===== src/rtl/word_unpack_tx_if.sv =====
// BRAM read-port / UART-trigger bundle for word_unpack_tx.
// master = the unpacker, slave = the controller, BRAM and UART side.
interface word_unpack_tx_if #(
  parameter int WORD_WIDTH = 32,
  parameter int DEPTH      = 25250
);
  localparam int ADDR_W = $clog2(DEPTH);

  logic                  start_in;
  logic                  abort_in;
  logic [ADDR_W-1:0]     word_count_in;
  logic [ADDR_W-1:0]     addr_out;
  logic [WORD_WIDTH-1:0] data_in;
  logic [7:0]            byte_out;
  logic                  byte_valid_out;
  logic                  tx_busy_in;
  logic                  busy_out;
  logic                  done_out;

  modport master (
    input  start_in, abort_in, word_count_in, data_in, tx_busy_in,
    output addr_out, byte_out, byte_valid_out, busy_out, done_out
  );

  modport slave (
    output start_in, abort_in, word_count_in, data_in, tx_busy_in,
    input  addr_out, byte_out, byte_valid_out, busy_out, done_out
  );
endinterface


===== src/rtl/word_unpack_tx.sv =====
// Streams N BRAM words to a UART transmitter, MSB byte first, one byte per trigger/busy handshake.
// Optional UNPACK_CHECKSUM_EN appends an XOR checksum byte after the data bytes.
module word_unpack_tx #(
  parameter int WORD_WIDTH   = 32,
  parameter int DEPTH        = 25250,
  parameter int READ_LATENCY = 2      // must be >= 1
) (
  input  logic             clk_in,
  input  logic             rst_in,
  word_unpack_tx_if.master bus
);
  localparam int NBYTES = WORD_WIDTH / 8;
  localparam int ADDR_W = $clog2(DEPTH);
  localparam int LAT_W  = $clog2(READ_LATENCY + 1);
  localparam int BIDX_W = (NBYTES > 1) ? $clog2(NBYTES) : 1;
  localparam logic [ADDR_W:0] N_MAX = (ADDR_W+1)'(DEPTH);

  typedef enum logic [2:0] {
    S_IDLE, S_FETCH, S_LOAD, S_SEND, S_WAIT_HI, S_WAIT_LO, S_DONE
`ifdef UNPACK_CHECKSUM_EN
    , S_SEND_CSUM
`endif
  } state_t;

  state_t                r_state;
  logic [ADDR_W-1:0]     r_addr;
  logic [LAT_W-1:0]      r_lat;
  logic [WORD_WIDTH-1:0] r_shift;
  logic [BIDX_W-1:0]     r_bidx;
  logic [ADDR_W:0]       r_widx;
  logic [ADDR_W:0]       r_n;
  logic [7:0]            r_byte;
  logic                  r_bvalid;
  logic                  r_busy;
  logic                  r_done;
`ifdef UNPACK_CHECKSUM_EN
  logic [7:0]            r_csum;
  logic                  r_csum_ph;
`endif

  logic [ADDR_W:0] w_cnt;
  logic [ADDR_W:0] w_n;
  logic            w_last_byte;
  logic            w_last_word;

  // Counter is one bit wider than the address so N == DEPTH is representable.
  assign w_cnt       = {1'b0, bus.word_count_in};
  assign w_n         = (w_cnt > N_MAX) ? N_MAX : w_cnt;
  assign w_last_byte = (r_bidx == BIDX_W'(NBYTES - 1));
  assign w_last_word = ((r_widx + (ADDR_W+1)'(1)) >= r_n);

  always_ff @(posedge clk_in or negedge rst_in) begin
    if (!rst_in) begin
      r_state   <= S_IDLE;
      r_addr    <= '0;
      r_lat     <= '0;
      r_shift   <= '0;
      r_bidx    <= '0;
      r_widx    <= '0;
      r_n       <= '0;
      r_byte    <= '0;
      r_bvalid  <= 1'b0;
      r_busy    <= 1'b0;
      r_done    <= 1'b0;
`ifdef UNPACK_CHECKSUM_EN
      r_csum    <= '0;
      r_csum_ph <= 1'b0;
`endif
    end else begin
      r_bvalid <= 1'b0;
      r_done   <= 1'b0;
      if (bus.abort_in && r_state != S_IDLE) begin
        r_state <= S_IDLE;
        r_busy  <= 1'b0;
        r_addr  <= '0;
      end else begin
        case (r_state)
          S_IDLE: begin
            if (bus.start_in && !bus.abort_in) begin
              r_n    <= w_n;
              r_widx <= '0;
              r_bidx <= '0;
              r_lat  <= '0;
              r_addr <= '0;
              r_busy <= 1'b1;
`ifdef UNPACK_CHECKSUM_EN
              r_csum    <= '0;
              r_csum_ph <= 1'b0;
              r_state   <= (w_n == '0) ? S_SEND_CSUM : S_FETCH;
`else
              if (w_n == '0) begin
                r_state <= S_DONE;
                r_done  <= 1'b1;
              end else begin
                r_state <= S_FETCH;
              end
`endif
            end
          end
          // Address is held while the BRAM pipeline fills.
          S_FETCH: begin
            if (r_lat == LAT_W'(READ_LATENCY - 1)) r_state <= S_LOAD;
            else                                   r_lat   <= r_lat + LAT_W'(1);
          end
          S_LOAD: begin
            r_shift <= bus.data_in;
            r_bidx  <= '0;
            r_state <= S_SEND;
          end
          S_SEND: begin
            r_byte   <= r_shift[WORD_WIDTH-1 -: 8];
            r_bvalid <= 1'b1;
            r_shift  <= r_shift << 8;
`ifdef UNPACK_CHECKSUM_EN
            r_csum   <= r_csum ^ r_shift[WORD_WIDTH-1 -: 8];
`endif
            r_state  <= S_WAIT_HI;
          end
          S_WAIT_HI: if (bus.tx_busy_in) r_state <= S_WAIT_LO;
          S_WAIT_LO: begin
            if (!bus.tx_busy_in) begin
`ifdef UNPACK_CHECKSUM_EN
              if (r_csum_ph) begin
                r_state <= S_DONE;
                r_done  <= 1'b1;
              end else
`endif
              if (!w_last_byte) begin
                r_bidx  <= r_bidx + BIDX_W'(1);
                r_state <= S_SEND;
              end else if (!w_last_word) begin
                r_widx  <= r_widx + (ADDR_W+1)'(1);
                r_addr  <= r_widx[ADDR_W-1:0] + ADDR_W'(1);
                r_lat   <= '0;
                r_state <= S_FETCH;
              end else begin
`ifdef UNPACK_CHECKSUM_EN
                r_state <= S_SEND_CSUM;
`else
                r_state <= S_DONE;
                r_done  <= 1'b1;
`endif
              end
            end
          end
`ifdef UNPACK_CHECKSUM_EN
          S_SEND_CSUM: begin
            r_byte    <= r_csum;
            r_bvalid  <= 1'b1;
            r_csum_ph <= 1'b1;
            r_state   <= S_WAIT_HI;
          end
`endif
          S_DONE: begin
            r_state <= S_IDLE;
            r_busy  <= 1'b0;
          end
          default: begin
            r_state <= S_IDLE;
            r_busy  <= 1'b0;
          end
        endcase
      end
    end
  end

  assign bus.addr_out       = r_addr;
  assign bus.byte_out       = r_byte;
  assign bus.byte_valid_out = r_bvalid;
  assign bus.busy_out       = r_busy;
  assign bus.done_out       = r_done;
endmodule


===== src/flat_wrapper.sv =====
// flat-port wrapper written by rule: the top's interface ports become plain ports
module word_unpack_tx_flat 
#(
  parameter int WORD_WIDTH   = 32,
  parameter int DEPTH        = 25250,
  parameter int READ_LATENCY = 2                     
)
  (clk_in, rst_in, bus_start_in, bus_abort_in, bus_word_count_in, bus_data_in, bus_tx_busy_in, bus_addr_out, bus_byte_out, bus_byte_valid_out, bus_busy_out, bus_done_out);
  word_unpack_tx_if #(.WORD_WIDTH(WORD_WIDTH), .DEPTH(DEPTH)) bus_i ();
  input  logic clk_in;
  input  logic rst_in;
  input wire logic [$bits(bus_i.start_in)-1:0] bus_start_in;
  input wire logic [$bits(bus_i.abort_in)-1:0] bus_abort_in;
  input wire logic [$bits(bus_i.word_count_in)-1:0] bus_word_count_in;
  input wire logic [$bits(bus_i.data_in)-1:0] bus_data_in;
  input wire logic [$bits(bus_i.tx_busy_in)-1:0] bus_tx_busy_in;
  output wire logic [$bits(bus_i.addr_out)-1:0] bus_addr_out;
  output wire logic [$bits(bus_i.byte_out)-1:0] bus_byte_out;
  output wire logic [$bits(bus_i.byte_valid_out)-1:0] bus_byte_valid_out;
  output wire logic [$bits(bus_i.busy_out)-1:0] bus_busy_out;
  output wire logic [$bits(bus_i.done_out)-1:0] bus_done_out;
  assign bus_i.start_in = bus_start_in;
  assign bus_i.abort_in = bus_abort_in;
  assign bus_i.word_count_in = bus_word_count_in;
  assign bus_i.data_in = bus_data_in;
  assign bus_i.tx_busy_in = bus_tx_busy_in;
  assign bus_addr_out = bus_i.addr_out;
  assign bus_byte_out = bus_i.byte_out;
  assign bus_byte_valid_out = bus_i.byte_valid_out;
  assign bus_busy_out = bus_i.busy_out;
  assign bus_done_out = bus_i.done_out;
  word_unpack_tx #(.WORD_WIDTH(WORD_WIDTH), .DEPTH(DEPTH), .READ_LATENCY(READ_LATENCY)) u_core (.clk_in(clk_in), .rst_in(rst_in), .bus(bus_i));
endmodule

===== config.mk =====
export PLATFORM = sky130hd
export DESIGN_NAME = word_unpack_tx_flat
export DESIGN_NICKNAME = d
export VERILOG_FILES = /design/src/rtl/word_unpack_tx_if.sv /design/src/rtl/word_unpack_tx.sv /design/src/flat_wrapper.sv
export SDC_FILE = /design/constraint.sdc
export NUM_CORES = 1
export LEC_CHECK = 0
export CELL_PAD_IN_SITES_DETAIL_PLACEMENT = 0
export CELL_PAD_IN_SITES_GLOBAL_PLACEMENT = 1
export CORE_UTILIZATION = 40
export DETAILED_ROUTE_END_ITERATION = 12
export GPL_ROUTABILITY_DRIVEN = 0
export GPL_TIMING_DRIVEN = 0
export PLACE_DENSITY = 0.77
export SYNTH_ARGS = -nofsm -noshare
export SYNTH_HDL_FRONTEND = slang
export SYNTH_SLANG_ARGS = --single-unit

===== constraint.sdc =====
create_clock -name clk_in -period 4.7 [get_ports clk_in]
set_input_delay 0.705 -clock clk_in [delete_from_list [all_inputs] [get_ports clk_in]]
set_output_delay 0.705 -clock clk_in [all_outputs]
set_load 0.05 [all_outputs]

# Word-level counts from Yosys, hierarchy flattened

Cells that the tools add are included.

Flip-flop bits (word level): 97
Input bits: 52
Output and inout bits: 26
Logic and storage cells: 102

$add $sub $neg: 4
Order comparisons: 2
Eq/ne operators: 20
Muxes and demuxes: 43
Bitwise logic cells: 1
Reduce and logical (&&, ||, !) cells: 21

Operators with widths:

| kind                    | number |
|---|---|
| $mux W15                | 6 |
| $mux W16                | 4 |
| $pmux W32 S2            | 1 |
| $pmux W16 S2            | 1 |
| $pmux W15 S2            | 1 |
| $mux W3                 | 8 |
| $pmux W3 S6             | 1 |
| $add A16 B1 Y16 const B | 1 |
| $ge A16 B16 Y1          | 1 |
| $logic_not A16 Y1       | 1 |
| $add A15 B1 Y15 const B | 1 |
| $gt A15 B15 Y1 const B  | 1 |
| $mux W2                 | 7 |
| $pmux W2 S3             | 2 |
| $reduce_bool A3 Y1      | 4 |
| $mux W1                 | 10 |
| $reduce_and A5 Y1       | 2 |
| $ne A3 B1 Y1 const B    | 3 |
| $ne A2 B2 Y1 const B    | 4 |
| $reduce_and A7 Y1       | 1 |
| $eq A3 B2 Y1 const B    | 2 |
| $eq A3 B3 Y1 const B    | 2 |
| $ne A2 B1 Y1 const B    | 3 |
| $ne A3 B2 Y1 const B    | 2 |
| 16 further kinds        | 22 |

# Longest topological paths before layout

Depth in word-level cells: 7
Mapped depth: 16
Mapped depth without buffers: 14

# Least setup slack after synthesis

Ideal clock, no wire load.

Kind: register -> register
From: register u_core.r_widx[0]
To: register u_core.r_addr[8] (netlist: u_core.bus.addr_out[8])
Library setup time: 0.131 ns
Data arrival time: 3.185 ns
Required time: 4.569 ns
Slack: 1.384 ns
Stages on the path, launching flop included: 17
Path buffers: 3
Period minus slack after synthesis: 3.316 ns
Cell sequence: dfrtp_1 > ha_1 > nand4_1 > nor2_1 > and3_1 > nand3_1 > xor2_1 > inv_1 > ha_1 > nand3_1 > a2111oi_0 > and2_1 > clkbuf_1 > or3_1 > buf_6 > buf_6 > o22ai_1

Word-level cells in the longest chain between the ends: 6
Elaborated cells on any way between the ends: 10
Classes of those cells: 2 x add/sub; 1 x order compare; 1 x eq/ne; 5 x mux; 1 x reduce/logical

Ends and longest elaborated chain:

| element                                                 | line                  | text |
|---|---|---|
| start, declared                                         | word_unpack_tx.sv:30  | `logic [ADDR_W:0] r_widx;` |
| start signal, assigned                                  | word_unpack_tx.sv:132 | `r_widx <= r_widx + (ADDR_W+1)'(1);` |
| branches (longest 6 deep; another with $add A16 B1 Y16) | -                     |  |
| end signal, assigned                                    | word_unpack_tx.sv:133 | `r_addr <= r_widx[ADDR_W-1:0] + ADDR_W'(1);` |
| end, declared                                           | word_unpack_tx.sv:26  | `logic [ADDR_W-1:0] r_addr;` |

Several ways; the timed one is not identified. The select of a mux whose other input is x is not followed.
A chain may end at the register's enable or synchronous reset.

# Worst setup path in the final report

From: register u_core.r_widx[0]
To: register u_core.r_addr[14] (netlist: u_core.bus.addr_out[14])

Same word-level chain as after synthesis.

==> metrics.cfg <==
[synth]
syn_avg_cell_area_um2 = 9.53
syn_nets = 588
synth_top_family_by_area = compound AO/OA/AOI/OAI gates
ys_seq_area_frac = 0.486
synthXorXnorAreaFrac = 0.0248
synthSimpleGateAreaFrac = 0.155
async_reset_ff_frac = 1.00
yosys-mux-area-fraction = 0.0225
synth_area_um2 = 4940
synth_edf_count = 0
synth_compound_area_frac = 0.213
ys_types = 59
synth_top_flop_cell = dfrtp_1
syn_inst = 518
ys_ff_latch = 96
synth_warnings = 0
synth-adder-area-share = 0.0456

[power_and_ir_drop]
p_total_w = 0.00274
irDropWorstVdd_mv = 0.220
p_leak_nw = 2.71
powerDensity_nw_per_um2 = 443

[setup_path]
cp_max_fo = 10
worst_setup_path_end_kind = register
r2r_cells = 15
cp.required_ps = 4960
cp-start-kind = register
timing.rr.end = u_core.bus.addr_out[14]
rrSetupSlack_ps = 550
reg2reg_from = u_core.r_widx[0]
arrival_ps = 4410
worstSetupPathType = reg2reg

[floorplan]
dieArea_um2 = 12800
rows = 40
core-area_um2 = 12000
io_pins = 78
die_w_um = 113
fp.dieH_um = 113
initial_utilization = 0.411

[route]
antenna_left = 0
vias_per_cell = 5.56
vias = 4213
drc = 0
drt_iter0_drc = 251
wl_um = 12400
drt_pass1_iterations = 4
routedWlPerCell_um = 16.3

[sta]
drv_slew = 0
tightest_slew_ps = 852
hold_viol = 0
min_period_over_period = 0.883
relSlewSlack = 0.430
finalWorstSetupSlack_ps = 549
finClkSkew_ps = 10.3
setup_viol = 0
rsz0062_at_grt = no
period_needed_ps = 4150
fmax_ghz = 0.241

[clock_network]
ctsHtreeMaxLevel = 3
hold_buffers = 0
cts_setup_buffers = 0
clkSinkCount = 96
cts_tree = yes
numCtsBuffers = 9
clockBufferDepth = 2
clk_pin_slew_worst_paths_ps = 70
root_buffer = clkbuf_16
insertion_delay_ps = 350
cts.repair.resized = 0

[global_routing]
grt_antenna_before_repair = 0
overflow = 0
grt_first_pass_wirelength_um = 20900
grtUsageTotal = 0.208
grt_start_max_net_pins = 68
grt_pass1_vias = 4259

[run]
maxCapViolations = 0

[finish]
multiInputGateArea_um2 = 2270
final_common_cell = dfrtp_1
final_cell_mix = dfrtp_1 (96), nand2_1 (75), clkdlybuf4s50_1 (75)
ff_latch_area_um2 = 2400
n_antenna_cell = 0
n_fill_cell = 1165
layout-drive-gt1-share = 0.0638
syn_to_final_growth_pct = 25.2
final_nets = 676

[hold_path]
hold_class = in2async

[place]
post-place-ws_ps = 577
dp_hpwl_um = 9110
io_buffer_count = 76

[run_status]
status = finished clean

-- final cells by class --
| class | count | area share |
|---|---|---|
| plain buffers | 29 | 0.0217 |
| clock buffers | 10 | 0.0370 |
| clock inverters | 6 | 0.00709 |
| inverters | 34 | 0.0206 |
| multi-input cells | 359 | 0.368 |
| flip-flops and latches | 96 | 0.389 |
| well taps | 147 | 0.0298 |
| repair buffers | 77 | 0.127 |
-- logic make-up (layout without fill, tap and decap cells) --
family,count (synthesis),in the layout
compound gates,159,159
simple gates,158,158
flops,96,96
buf+inv,63,156
fa+ha+maj,18,18
xor+xnor,14,14
mux,10,10
-- metrics by stage --
step	utilization	hold slack [ps]	cell area, um2	instances	setup TNS [ps]
final	0.515	289	6180	758	0
after global routing	0.515	314	6180	758	0
after CTS	0.515	296	6180	758	0
after detailed placement	0.492	465	5910	742	0
after global placement	0.490	457	5880	741	-67260
after floorplan	-	409	4940	518	0
-- Yosys cell counts, drive strengths merged (2+ instances only) --
master   instances  area (um2)
o21a             2        15.0
a21oi           15        75.1
nand2b           3        18.8
nand3           12        60.1
clkbuf          24        90.1
and3             3        23.8
a21boi           2        15.0
buf              5        43.8
o211ai           3        36.3
a31oi            2        12.5
o311ai           2        17.5
a2111oi          2        17.5
nor3             8        40.0
a211oi           4        30.0
o31a             2        17.5
o2bb2ai         12         105
or4              2        15.0
nand3b           3        22.5
xnor2            9        78.8
or3b             2        17.5
o21ai           49         245
nor2b            5        31.3
or2              4        25.0
xor2             5        43.8
nand2           75         282
a211o            2        17.5
dfrtp           96        2400
or3              5        31.3
a22o            10        87.6
nor2            18        67.6
nor4             5        46.3
o22ai           40         250
and2             5        31.3
inv             33         124
nand4            6        37.5
mux2             9         101
ha              18         225
-- state kept, by name, indices dropped and copies added (netlist names) --
| register | count |
|---|---|
| u_core.bus.done_out | 1 |
| u_core.r_n | 15 |
| u_core.r_lat | 2 |
| u_core.r_state | 3 |
| u_core.r_bidx | 2 |
| u_core.bus.addr_out | 15 |
| u_core.bus.byte_valid_out | 1 |
| u_core.bus.byte_out | 8 |
| u_core.r_widx | 16 |
| u_core.r_shift | 32 |
| u_core.bus.busy_out | 1 |
-- layer usage --
metal,track usage,vias to the layer above,share of wire
met1,0.272,2052,0.45
met4,0.0667,0,0.0069
li1,-,2052,-
met3,0.0461,7,0.045
met5,0,-,0
met2,0.344,102,0.50
-- where the power goes --
group	total [W]	internal, W	switching, W
logic	0.000869	0.000340	0.000529
clock network	0.000685	0.000361	0.000324
registers	0.00118	0.00106	0.000125
-- worst max-delay path, stage by stage, from the launching register on --
cell	delay, ps
dfrtp_1	480
ha_1	250
nand4_1	130
nor2_1	190
and3_1	280
nand3_1	110
xor2_1	300
inv_1	90
ha_1	320
nand3_1	120
a2111oi_0	570
and2_1	210
clkbuf_1	340
nor3_1	240
buf_2	250
o22ai_1	160
-- how the worst max path moves through the flow --
stage                          start                      end  slack, ps  cells past startpoint
floorplan           u_core.r_widx[0]   u_core.bus.addr_out[8]       1380                     16
global route        u_core.r_widx[0]  u_core.bus.addr_out[13]        150                     15
detailed placement  u_core.r_widx[0]  u_core.bus.addr_out[14]        580                     15
global placement              rst_in        u_core.r_shift[5]       -710                      1
finish              u_core.r_widx[0]  u_core.bus.addr_out[14]        550                     15
CTS                 u_core.r_widx[0]  u_core.bus.addr_out[14]        570                     15
(Power assumes the default switching activity.)
